==> src/rtl/pattern_scan_pkg.sv <==
// pattern_scan_pkg: shared state encoding and default widths for the pattern scanner
package pattern_scan_pkg;
  localparam int DEF_PW = 6;
  localparam int DEF_LEN_W = 8;
  localparam int DEF_CNT_W = 8;
  typedef enum logic [2:0] {IDLE, LOAD, FILL, SCAN, DONE} state_t;
endpackage

==> src/rtl/scan_window.sv <==
// scan_window: PW-bit serial-in shift register with sync clear, newest bit in the LSB
module scan_window #(
  parameter int PW = 6
) (
  input  logic          clk,
  input  logic          rst,
  input  logic          clr,
  input  logic          en,
  input  logic          d,
  output logic [PW-1:0] q
);
  always_ff @(posedge clk)
    if (rst || clr) q <= '0;
    else if (en) q <= {q[PW-2:0], d};
endmodule

==> src/rtl/pattern_scan_ctrl.sv <==
// pattern_scan_ctrl: frames a serial bit stream through a sliding window and reports pattern hits
module pattern_scan_ctrl
  import pattern_scan_pkg::*;
#(
  parameter int PW    = DEF_PW,
  parameter int LEN_W = DEF_LEN_W,
  parameter int CNT_W = DEF_CNT_W
) (
  input  logic             clk,
  input  logic             rst,
  input  logic             start,
  input  logic [PW-1:0]    pattern,
  input  logic [LEN_W-1:0] frame_len,
  input  logic             abort,
  input  logic             bit_valid,
  input  logic             bit_in,
  output logic             bit_ready,
  output logic             busy,
  output logic             match_pulse,
  output logic [LEN_W-1:0] match_pos,
  output logic [CNT_W-1:0] match_count,
  output logic             overflow,
  output logic             done
);
  state_t state, state_n;
  logic [PW-1:0] pat, win, next_win;
  logic [LEN_W-1:0] len, idx;
  logic hs, last, hit;
  // abort wins over a same-cycle handshake, so the offered bit is not consumed
  assign hs = bit_valid & bit_ready & ~abort;
  assign last = idx == len - LEN_W'(1);
  assign next_win = {win[PW-2:0], bit_in};
  // qualification starts at the bit that first fills the window
  assign hit = hs && idx >= LEN_W'(PW - 1) && next_win == pat;
  scan_window #(.PW(PW)) u_window (
    .clk(clk),
    .rst(rst),
    .clr(state == LOAD),
    .en (hs),
    .d  (bit_in),
    .q  (win)
  );
  always_ff @(posedge clk)
    if (rst) state <= IDLE;
    else state <= state_n;
  always_comb begin
    state_n = state;
    case (state)
      IDLE: state_n = start ? LOAD : IDLE;
      LOAD: state_n = abort ? IDLE : (len == '0 ? DONE : FILL);
      FILL: state_n = abort ? IDLE : (hs && last ? DONE : (hs && idx == LEN_W'(PW - 1) ? SCAN : FILL));
      SCAN: state_n = abort ? IDLE : (hs && last ? DONE : SCAN);
      DONE: state_n = IDLE;
      default: state_n = IDLE;
    endcase
  end
  always_comb begin
    bit_ready = state == FILL || state == SCAN;
    busy = state == LOAD || state == FILL || state == SCAN;
    done = state == DONE;
  end
  always_ff @(posedge clk)
    if (rst) begin
      pat <= '0;
      len <= '0;
      idx <= '0;
      match_pulse <= 1'b0;
      match_pos <= '0;
      match_count <= '0;
      overflow <= 1'b0;
    end else begin
      match_pulse <= hit;
      if (state == IDLE && start) begin
        pat <= pattern;
        len <= frame_len;
      end
      if (state == LOAD) begin
        idx <= '0;
        match_count <= '0;
        overflow <= 1'b0;
      end
      if (hs) idx <= idx + LEN_W'(1);
      if (hit) begin
        match_pos <= idx;
        if (match_count == '1) overflow <= 1'b1;
        else match_count <= match_count + CNT_W'(1);
      end
    end
endmodule
==> config.mk <==
export PLATFORM = sky130hd
export DESIGN_NAME = pattern_scan_ctrl
export DESIGN_NICKNAME = d
export VERILOG_FILES = /design/src/rtl/pattern_scan_pkg.sv /design/src/rtl/scan_window.sv /design/src/rtl/pattern_scan_ctrl.sv
export SDC_FILE = /design/constraint.sdc
export NUM_CORES = 1
export LEC_CHECK = 0
export ABC_AREA = 1
export BUFFER_PORTS_ARGS = -buffer_cell sky130_fd_sc_hd__buf_4
export CORE_UTILIZATION = 30
export CTS_CLUSTER_SIZE = 30
export DETAILED_ROUTE_END_ITERATION = 10
export HOLD_SLACK_MARGIN = 0.08
export SLEW_MARGIN = 20
export SYNTH_ARGS = -nofsm -noshare
export SYNTH_HDL_FRONTEND = slang
export SYNTH_HIERARCHICAL = 1
export SYNTH_SLANG_ARGS = --single-unit
==> constraint.sdc <==
create_clock -name clk -period 4.3 [get_ports clk]
set_input_delay 0.43 -clock clk [delete_from_list [all_inputs] [get_ports clk]]
set_output_delay 0.43 -clock clk [all_outputs]
set_load 0.005 [all_outputs]
==> impl_metrics.json, run 1 <==
{
  "grt_overflow_total": 0,
  "die_width_um": 96.5,
  "cp-start-kind": "flip-flop",
  "antennaDiodeCount": 0,
  "io_buffers": 40,
  "nets": 448,
  "synth_cells": 387,
  "relSlewSlack": 0.399,
  "worst_slew_pin_slew_ns": 0.898,
  "cts_tree": "yes",
  "dpl.cell_count": 523,
  "start_util": 0.309,
  "fin_setup_tns_ns": 0,
  "grt_pass1_vias": 2312,
  "grtUsageTotal": 0.142,
  "cts_setup_buffers": 0,
  "period_share": 0.435,
  "endpoint_kind": "flip-flop",
  "drive_gt1_frac": 0.170,
  "dp_hpwl_um": 4680,
  "grt_pass1_wl_um": 10400,
  "multi_input_area_um2": 1430,
  "synthToLayoutAreaGrowth_pct": 17.1,
  "die_y_um": 96.5,
  "skew_ns": 0.0100,
  "io_pins": 41,
  "cp.required_ns": 4.45,
  "ctsResizeCount": 0,
  "drc": 0,
  "wire_per_inst_um": 11.5,
  "gr-usage-met1": 0.194,
  "fin_crit_ns": 1.87,
  "cp.arrival_ns": 2.02,
  "avgSynthCellArea_um2": 6.92,
  "rows": 34,
  "drt.antenna.violating_nets": 0,
  "clkSlewWorstSetupHoldPaths_ns": 0.09,
  "setup_viol": 0,
  "grt_max_degree": 30,
  "numCtsBuffers": 5,
  "drt_wl_total_um": 6080,
  "vias": 2458,
  "drv_slew": 0,
  "regArea_um2": 961,
  "place.gp.congestion": 0.813,
  "stdcell_count": 531,
  "worstSetupPathType": "reg -> reg",
  "top_usage_layer": "met2",
  "irDropWorstVdd_uv": 144,
  "cellLeakagePower_nw": 1.35,
  "clockBufferDepth": 2,
  "grt_use_met3": 0.0282,
  "antenna_found_initial": 0,
  "syn_area_um2": 2680,
  "core-area_um2": 8680,
  "cts_max_level": 2,
  "cts_sinks": 48,
  "status": "completed",
  "grt_use_met2": 0.223,
  "dieArea_um2": 9310,
  "fmaxAchievable_ghz": 0.534,
  "fill_cells": 966,
  "insertion_delay_ns": 0.30,
  "rsz0062_at_grt": "no",
  "hold_viol_final": 0,
  "syn-num-nets": 413,
  "hp-class": "in -> reg",
  "drt_iter0_drc": 81,
  "ys_warn_count": 6,
  "cts_hold_repair.buffers": 0,
  "vias_per_cell": 4.63,
  "path_max_fanout": 29,
  "power_density_nw_per_um2": 295,
  "maxCapViolations": 0,
  "clock-root-buffer": "clkbuf_8",
  "first_pass_iters": 4
}
-- worst max-delay path: stages (launching register included) --
cell and delay, ns:
dfxtp_1 0.37, nor2_1 0.17, nand3_1 0.64, o21ai_0 0.47, a21oi_1 0.06
-- layout make-up --
class / count / share of cell area
Clock inverter: 2 / 0.0112
Sequential cell: 48 / 0.306
Clock buffer: 6 / 0.0231
Tap cell: 108 / 0.0431
Timing Repair Buffer: 40 / 0.0958
Multi-Input combinational cell: 275 / 0.456
Inverter: 52 / 0.0646
-- metal layers --
layer,up-vias,part of all wire
met5,-,0
met2,58,0.44
met1,1090,0.51
li1,1306,-
met4,0,0.0056
met3,4,0.044
-- registers in the layout (all words and copies together) (netlist names) --
| signal | count |
|---|---|
| match_pulse | 1 |
| overflow | 1 |
| pat | 6 |
| u_window/q | 5 |
| idx | 8 |
| len | 8 |
| match_pos | 8 |
| state | 3 |
| match_count | 8 |
-- layout by cell type (no fill, tap or decap), types with 2 or more instances in the layout --
master	instances
xnor2_1	2
dfxtp_1	48
nand3_2	2
nor3_1	5
inv_2	3
o31ai_1	2
nand4_1	4
nor2_2	2
a21oi_2	6
inv_1	47
nor2_8	2
xor2_1	8
nor2_1	42
o21ai_0	24
clkbuf_8	5
a221oi_1	2
nand2_2	2
ha_1	6
a21oi_1	31
buf_4	40
nand2_1	97
nand3_1	24
-- power by group --
group          switching, mW  internal [mW]
Combinational         0.0808         0.0500
Sequential            0.0109          0.458
Clock                  0.153          0.173
Total                  0.245          0.681
-- worst paths after layout --
path	startpoint	to	slack, ns	depth (start not counted)
setup / recovery	state[1]	len[5]	2.43	4
hold / removal	pattern[0]	pat[0]	0.42	3
setup reg to reg	state[1]	len[5]	2.43	4
hold reg to reg	pat[3]	pat[3]	0.46	2
-- through the flow --
stage / worst slack, ns / util / instance area [um2] / hold slack (ns) / power [mW]
detailed placement: 2.45 / 0.349 / 3030 / 0.453 / 0.610
CTS: 2.42 / 0.361 / 3140 / 0.406 / 0.937
floorplan: 2.70 / - / 2680 / 0.435 / 0.572
global placement: 2.40 / 0.349 / 3030 / 0.451 / 0.609
global route: 2.19 / 0.361 / 3140 / 0.428 / 0.976
finish: 2.43 / 0.361 / 3140 / 0.415 / 0.926
Note: power is estimated with default switching activity, not from simulation.
==> inputs of run 2 (changes only) <==
==> constraint.sdc (replaced) <==
create_clock -name clk -period 1.55 [get_ports clk]
set_input_delay 0.155 -clock clk [delete_from_list [all_inputs] [get_ports clk]]
set_output_delay 0.155 -clock clk [all_outputs]
set_load 0.005 [all_outputs]
==> run 2 against run 1 <==
The run now ends with setup timing left. Power rose to 2.9 times the previous value. First-iteration DRC count is 27% higher. Maximum frequency increased by 16%. Combinational power grew to 3.4 times the previous value. Worst hold slack worse by 0.29 ns. Die area did not move. Register-to-register slack lost 2.5 ns. Largest cell class unchanged. Global-route usage rose by 1.4 points. Via count is 11% higher. Highest routed layer unchanged. Utilization increased by 8.1 points. Worst setup slack got worse by 2.5 ns.
==> impl_metrics.json, run 2 (synthesized netlist as in run 1, its figures left out) <==
{
  "relSlewSlack": 0.734,
  "rows": 34,
  "numCtsBuffers": 5,
  "cp.required_ns": 1.78,
  "fin_ws_ns": -0.0679,
  "drive_gt1_frac": 0.369,
  "cts_max_level": 2,
  "rsz0062_at_grt": "yes",
  "vias_per_cell": 4.70,
  "power.total_mw": 2.71,
  "die_y_um": 96.5,
  "whs_path_depth": 3,
  "period_share": 1.04,
  "insertion_delay_ns": 0.30,
  "drt_iter0_drc": 103,
  "worst_slew_pin_slew_ns": 0.399,
  "skew_ns": 0.00844,
  "drt_wl_total_um": 7250,
  "antenna_found_initial": 0,
  "power_density_nw_per_um2": 705,
  "clkSlewWorstSetupHoldPaths_ns": 0.09,
  "cts_sinks": 48,
  "nets": 496,
  "cp-start-kind": "flip-flop",
  "hp-start": "pattern[4]",
  "place.gp.congestion": 0.880,
  "dieArea_um2": 9310,
  "irDropWorstVdd_uv": 369,
  "grt_overflow_total": 0,
  "core-area_um2": 8680,
  "setup_viol": 15,
  "reg2reg_slack_ns": -0.07,
  "synthToLayoutAreaGrowth_pct": 43.4,
  "cp.arrival_ns": 1.85,
  "final_cell_mix": "nand2_1 (88), buf_4 (82), inv_1 (40)",
  "worstReg2RegStart": "idx[1]",
  "io_pins": 41,
  "io_buffers": 40,
  "path_max_fanout": 7,
  "grt_max_degree": 30,
  "final_common_cell": "nand2_1",
  "hold_viol_final": 0,
  "min_to": "pat[4]",
  "grt_pass1_wl_um": 11300,
  "fmaxAchievable_ghz": 0.618,
  "worstSetupPathType": "reg -> reg",
  "drv_slew": 0,
  "maxCapViolations": 0,
  "clock-root-buffer": "clkbuf_8",
  "drt.antenna.violating_nets": 0,
  "antennaDiodeCount": 0,
  "rr_worst_depth": 11,
  "status": "complete, but fails checks",
  "fin_crit_ns": 1.62,
  "first_pass_iters": 4,
  "grtUsageTotal": 0.156,
  "wire_per_inst_um": 12.5,
  "endpoint_kind": "flip-flop",
  "hp-class": "in -> reg",
  "dp_hpwl_um": 5000,
  "violations": "setup timing",
  "drc": 0,
  "die_width_um": 96.5,
  "clockBufferDepth": 2,
  "timing.rr.end": "match_count[1]",
  "cts_tree": "yes",
  "start_util": 0.309,
  "vias": 2723,
  "grt_pass1_vias": 2491,
  "fill_cells": 911,
  "cellLeakagePower_nw": 1.63,
  "place_ws_ns": -0.0817
}
## run 2: cell count changes in the layout (fill, tap and decap cells not counted), moves of 8 or more
cell | previous run | this run
buf_4 | 40 | 82
dfxtp_1 | 48 | 37
dfxtp_2 | 0 | 9
nand2_1 | 97 | 88
nand2_2 | 2 | 10
nand3_1 | 24 | 16
## run 2: area by class of cell
cell class	count	area [um2]	share of cell area
clock buffer	6	82.6	0.0215
clock inverter	2	38.8	0.0101
inverter	52	218	0.0567
multi-input combinational	275	1670	0.436
sequential	48	980	0.255
tap	108	135	0.0352
timing repair buffer	87	704	0.183
timing repair inverter	1	8.76	0.00228
## run 2: per-layer routing
metal  vias up  global-route usage  wire (um)
met4         0              0.0392         95
met3        11              0.0305        261
met1      1245               0.204       3350
met2        65               0.261       3530
li1       1402                   -          -
met5         -                   0          0
## run 2: what timing repair did
action / 4_1_cts / 5_1_grt
pin swaps: 8 / 16
endpoints found under the hold margin: 1 / 0
cloned: 2 / 0
hold buffers: 1 / 0
buffers inserted: 9 / 7
setup endpoints to repair: 15 / 24
gates resized for setup: 25 / 56
## run 2: how the worst max path moves through the flow
stage | start | endpoint | slack [ns] | depth (start not counted)
after floorplan | idx[1] | overflow | 0.003 | 10
after global placement | idx[0] | match_count[1] | -0.06 | 9
after detailed placement | idx[1] | match_count[1] | -0.08 | 10
after CTS | idx[1] | match_count[1] | -0.01 | 11
after global routing | u_window/q[2] | match_count[1] | -0.12 | 8
final | idx[1] | match_count[1] | -0.07 | 11
## run 2: power breakdown
group	switching [mW]	internal (mW)
Clock	0.432	0.528
Combinational	0.263	0.185
Sequential	0.0289	1.27
## run 2: worst max-delay path, stage by stage (launching register included)
cell	delay, ns
dfxtp_2	0.37
inv_4	0.06
ha_4	0.15
nand2_2	0.08
o21ai_2	0.06
or2_4	0.26
nand2_4	0.08
nor2_8	0.05
buf_12	0.15
inv_12	0.09
nand3_4	0.07
a21oi_2	0.13
## run 2: metrics by stage
stage | utilization | cells | hold WS, ns | instance area (um2) | setup TNS (ns)
2_1_floorplan | - | 387 | 0.298 | 2680 | 0
3_3_place_gp | 0.376 | 552 | 0.399 | 3260 | -0.606
3_5_place_dp | 0.376 | 552 | 0.402 | 3260 | -0.572
4_1_cts | 0.412 | 572 | 0.129 | 3570 | -0.0271
5_1_grt | 0.442 | 579 | 0.130 | 3840 | -1.41
6_report | 0.442 | 579 | 0.129 | 3840 | -0.459
==> inputs of run 3 (changes only) <==
--- a/config.mk
+++ b/config.mk
@@ -11,6 +11,7 @@
 export CTS_CLUSTER_SIZE = 30
 export DETAILED_ROUTE_END_ITERATION = 10
 export HOLD_SLACK_MARGIN = 0.08
+export PLACE_DENSITY_LB_ADDON = 0.08
 export SLEW_MARGIN = 20
 export SYNTH_ARGS = -nofsm -noshare
 export SYNTH_HDL_FRONTEND = slang
==> run 3 against run 2 <==
The run now ends clean. Combinational power down 1%. Clock skew decreased by 0.0013 ns. Wire length shrank 5.8%. Power shrank 8.5%. Final area shrank 4.4%. Sequential share of layout area rose by 1.0 points. Utilization decreased by 2.0 points. Worst setup slack gained 0.097 ns. Die area unchanged. Register-to-register slack improved by 0.097 ns. Critical path type unchanged. Critical endpoint is now match_count[5].
==> impl_metrics.json, run 3 (synthesized netlist as in run 1, its figures left out) <==
{
  "irDropWorstVdd_uv": 304,
  "final_cell_mix": "nand2_1 (91), buf_4 (85), inv_1 (39), nor2_1 (39), dfxtp_1 (39)",
  "die_width_um": 96.5,
  "start_util": 0.309,
  "dp_hpwl_um": 5210,
  "cp.arrival_ns": 1.77,
  "slowest_stage": "dfxtp_2",
  "power_density_nw_per_um2": 674,
  "maxCapViolations": 0,
  "path_max_fanout": 5,
  "fmaxAchievable_ghz": 0.657,
  "place.gp.congestion": 0.819,
  "cp_top_family": "simple AND/OR/NAND/NOR gates",
  "worstSetupPathType": "reg -> reg",
  "cellLeakagePower_nw": 1.61,
  "relSlewSlack": 0.710,
  "insertion_delay_ns": 0.30,
  "stdcell_count": 578,
  "rr_worst_depth": 10,
  "worstReg2RegStart": "idx[1]",
  "slowest_delay_ns": 0.33,
  "io_pins": 41,
  "setup_viol": 0,
  "clock-root-buffer": "clkbuf_8",
  "grt_pass1_vias": 2360,
  "vias_per_cell": 4.45,
  "status": "completed",
  "antenna_found_initial": 0,
  "fin_crit_ns": 1.52,
  "hp-class": "in -> reg",
  "endpoint_kind": "flip-flop",
  "cp-start-kind": "flip-flop",
  "cp.required_ns": 1.79,
  "whs_path_depth": 3,
  "skew_ns": 0.00710,
  "nets": 496,
  "core-area_um2": 8680,
  "period_share": 0.981,
  "drc": 0,
  "dieArea_um2": 9310,
  "wire_per_inst_um": 11.8,
  "min_to": "len[0]",
  "synthToLayoutAreaGrowth_pct": 37.1,
  "numCtsBuffers": 5,
  "worst_slew_pin_slew_ns": 0.434,
  "power.total_mw": 2.47,
  "rows": 34,
  "drive_gt1_frac": 0.338,
  "clockBufferDepth": 2,
  "first_pass_iters": 4,
  "io_buffers": 40,
  "clkSlewWorstSetupHoldPaths_ns": 0.09,
  "crit_chain": "inv_2, ha_2, nand2_2, o21ai_2, or2_4, nand2_4, nor2_8, clkbuf_16, nand2_1, a21oi_2",
  "cts_sinks": 48,
  "dpl.cell_count": 567,
  "grtUsageTotal": 0.154,
  "hold_viol_final": 0,
  "path_buf_inv": 2,
  "grt_overflow_total": 0,
  "final_common_cell": "nand2_1",
  "placed_area_um2": 3390,
  "antennaDiodeCount": 0,
  "die_y_um": 96.5,
  "drt_wl_total_um": 6820,
  "grt_max_degree": 27,
  "rsz0062_at_grt": "yes",
  "drt_iter0_drc": 73,
  "fin_area_um2": 3670,
  "cts_max_level": 2,
  "drt.antenna.violating_nets": 0,
  "drv_slew": 0,
  "timing.rr.end": "match_count[5]",
  "vias": 2571,
  "reg2reg_slack_ns": 0.03,
  "cts_tree": "yes",
  "grt_pass1_wl_um": 11000,
  "hp-start": "frame_len[0]"
}
-- run 3: where the power goes --
group	switching, mW	total, mW	internal [mW]
Sequential	0.0267	1.30	1.27
Clock	0.427	0.735	0.308
Combinational	0.249	0.442	0.194
-- run 3: cell type report --
type | count | area [um2]
clock buffers | 6 | 72.6
clock inverters | 1 | 5.00
fillers | 943 | 5010
inverters | 52 | 210
multi-input cells | 275 | 1570
flip-flops and latches | 48 | 975
well taps | 108 | 135
repair buffers | 88 | 703
-- run 3: per-stage QoR --
step / setup TNS, ns / hold WS, ns / utilization / setup slack (ns)
2_1_floorplan: 0 / 0.298 / - / 0.00350
3_3_place_gp: -0.439 / 0.428 / 0.390 / -0.0947
3_5_place_dp: -0.347 / 0.437 / 0.390 / -0.0595
4_1_cts: 0 / 0.116 / 0.403 / 0.00502
5_1_grt: -1.07 / 0.135 / 0.423 / -0.0849
6_report: 0 / 0.124 / 0.423 / 0.0287
-- run 3: layer usage --
layer | global-route usage | vias to the layer above | wire length (um)
li1 | - | 1403 | -
met1 | 0.207 | 1109 | 3450
met2 | 0.249 | 51 | 2980
met3 | 0.0305 | 8 | 300
met4 | 0.0453 | 0 | 94
met5 | 0 | - | 0
-- run 3: repair_timing --
item	CTS	global route
hold buffers	0	0
pin swaps	2	19
gates resized for setup	9	45
cloned	0	1
buffers inserted	2	2
setup endpoints to repair	17	21
-- run 3: worst min-delay path, delay by kind of cell --
family,cells,cell delay [ns]
compound gates,2,0.17
buf+inv,1,0.07
-- run 3: worst max path at each step --
stage,slack (ns),cells past startpoint,startpoint,to
floorplan,0.003,10,idx[1],overflow
global placement,-0.09,9,idx[0],match_count[4]
detailed placement,-0.06,9,idx[0],match_count[1]
CTS,0.005,9,idx[0],match_count[3]
global route,-0.08,10,idx[1],match_count[2]
finish,0.03,10,idx[1],match_count[5]
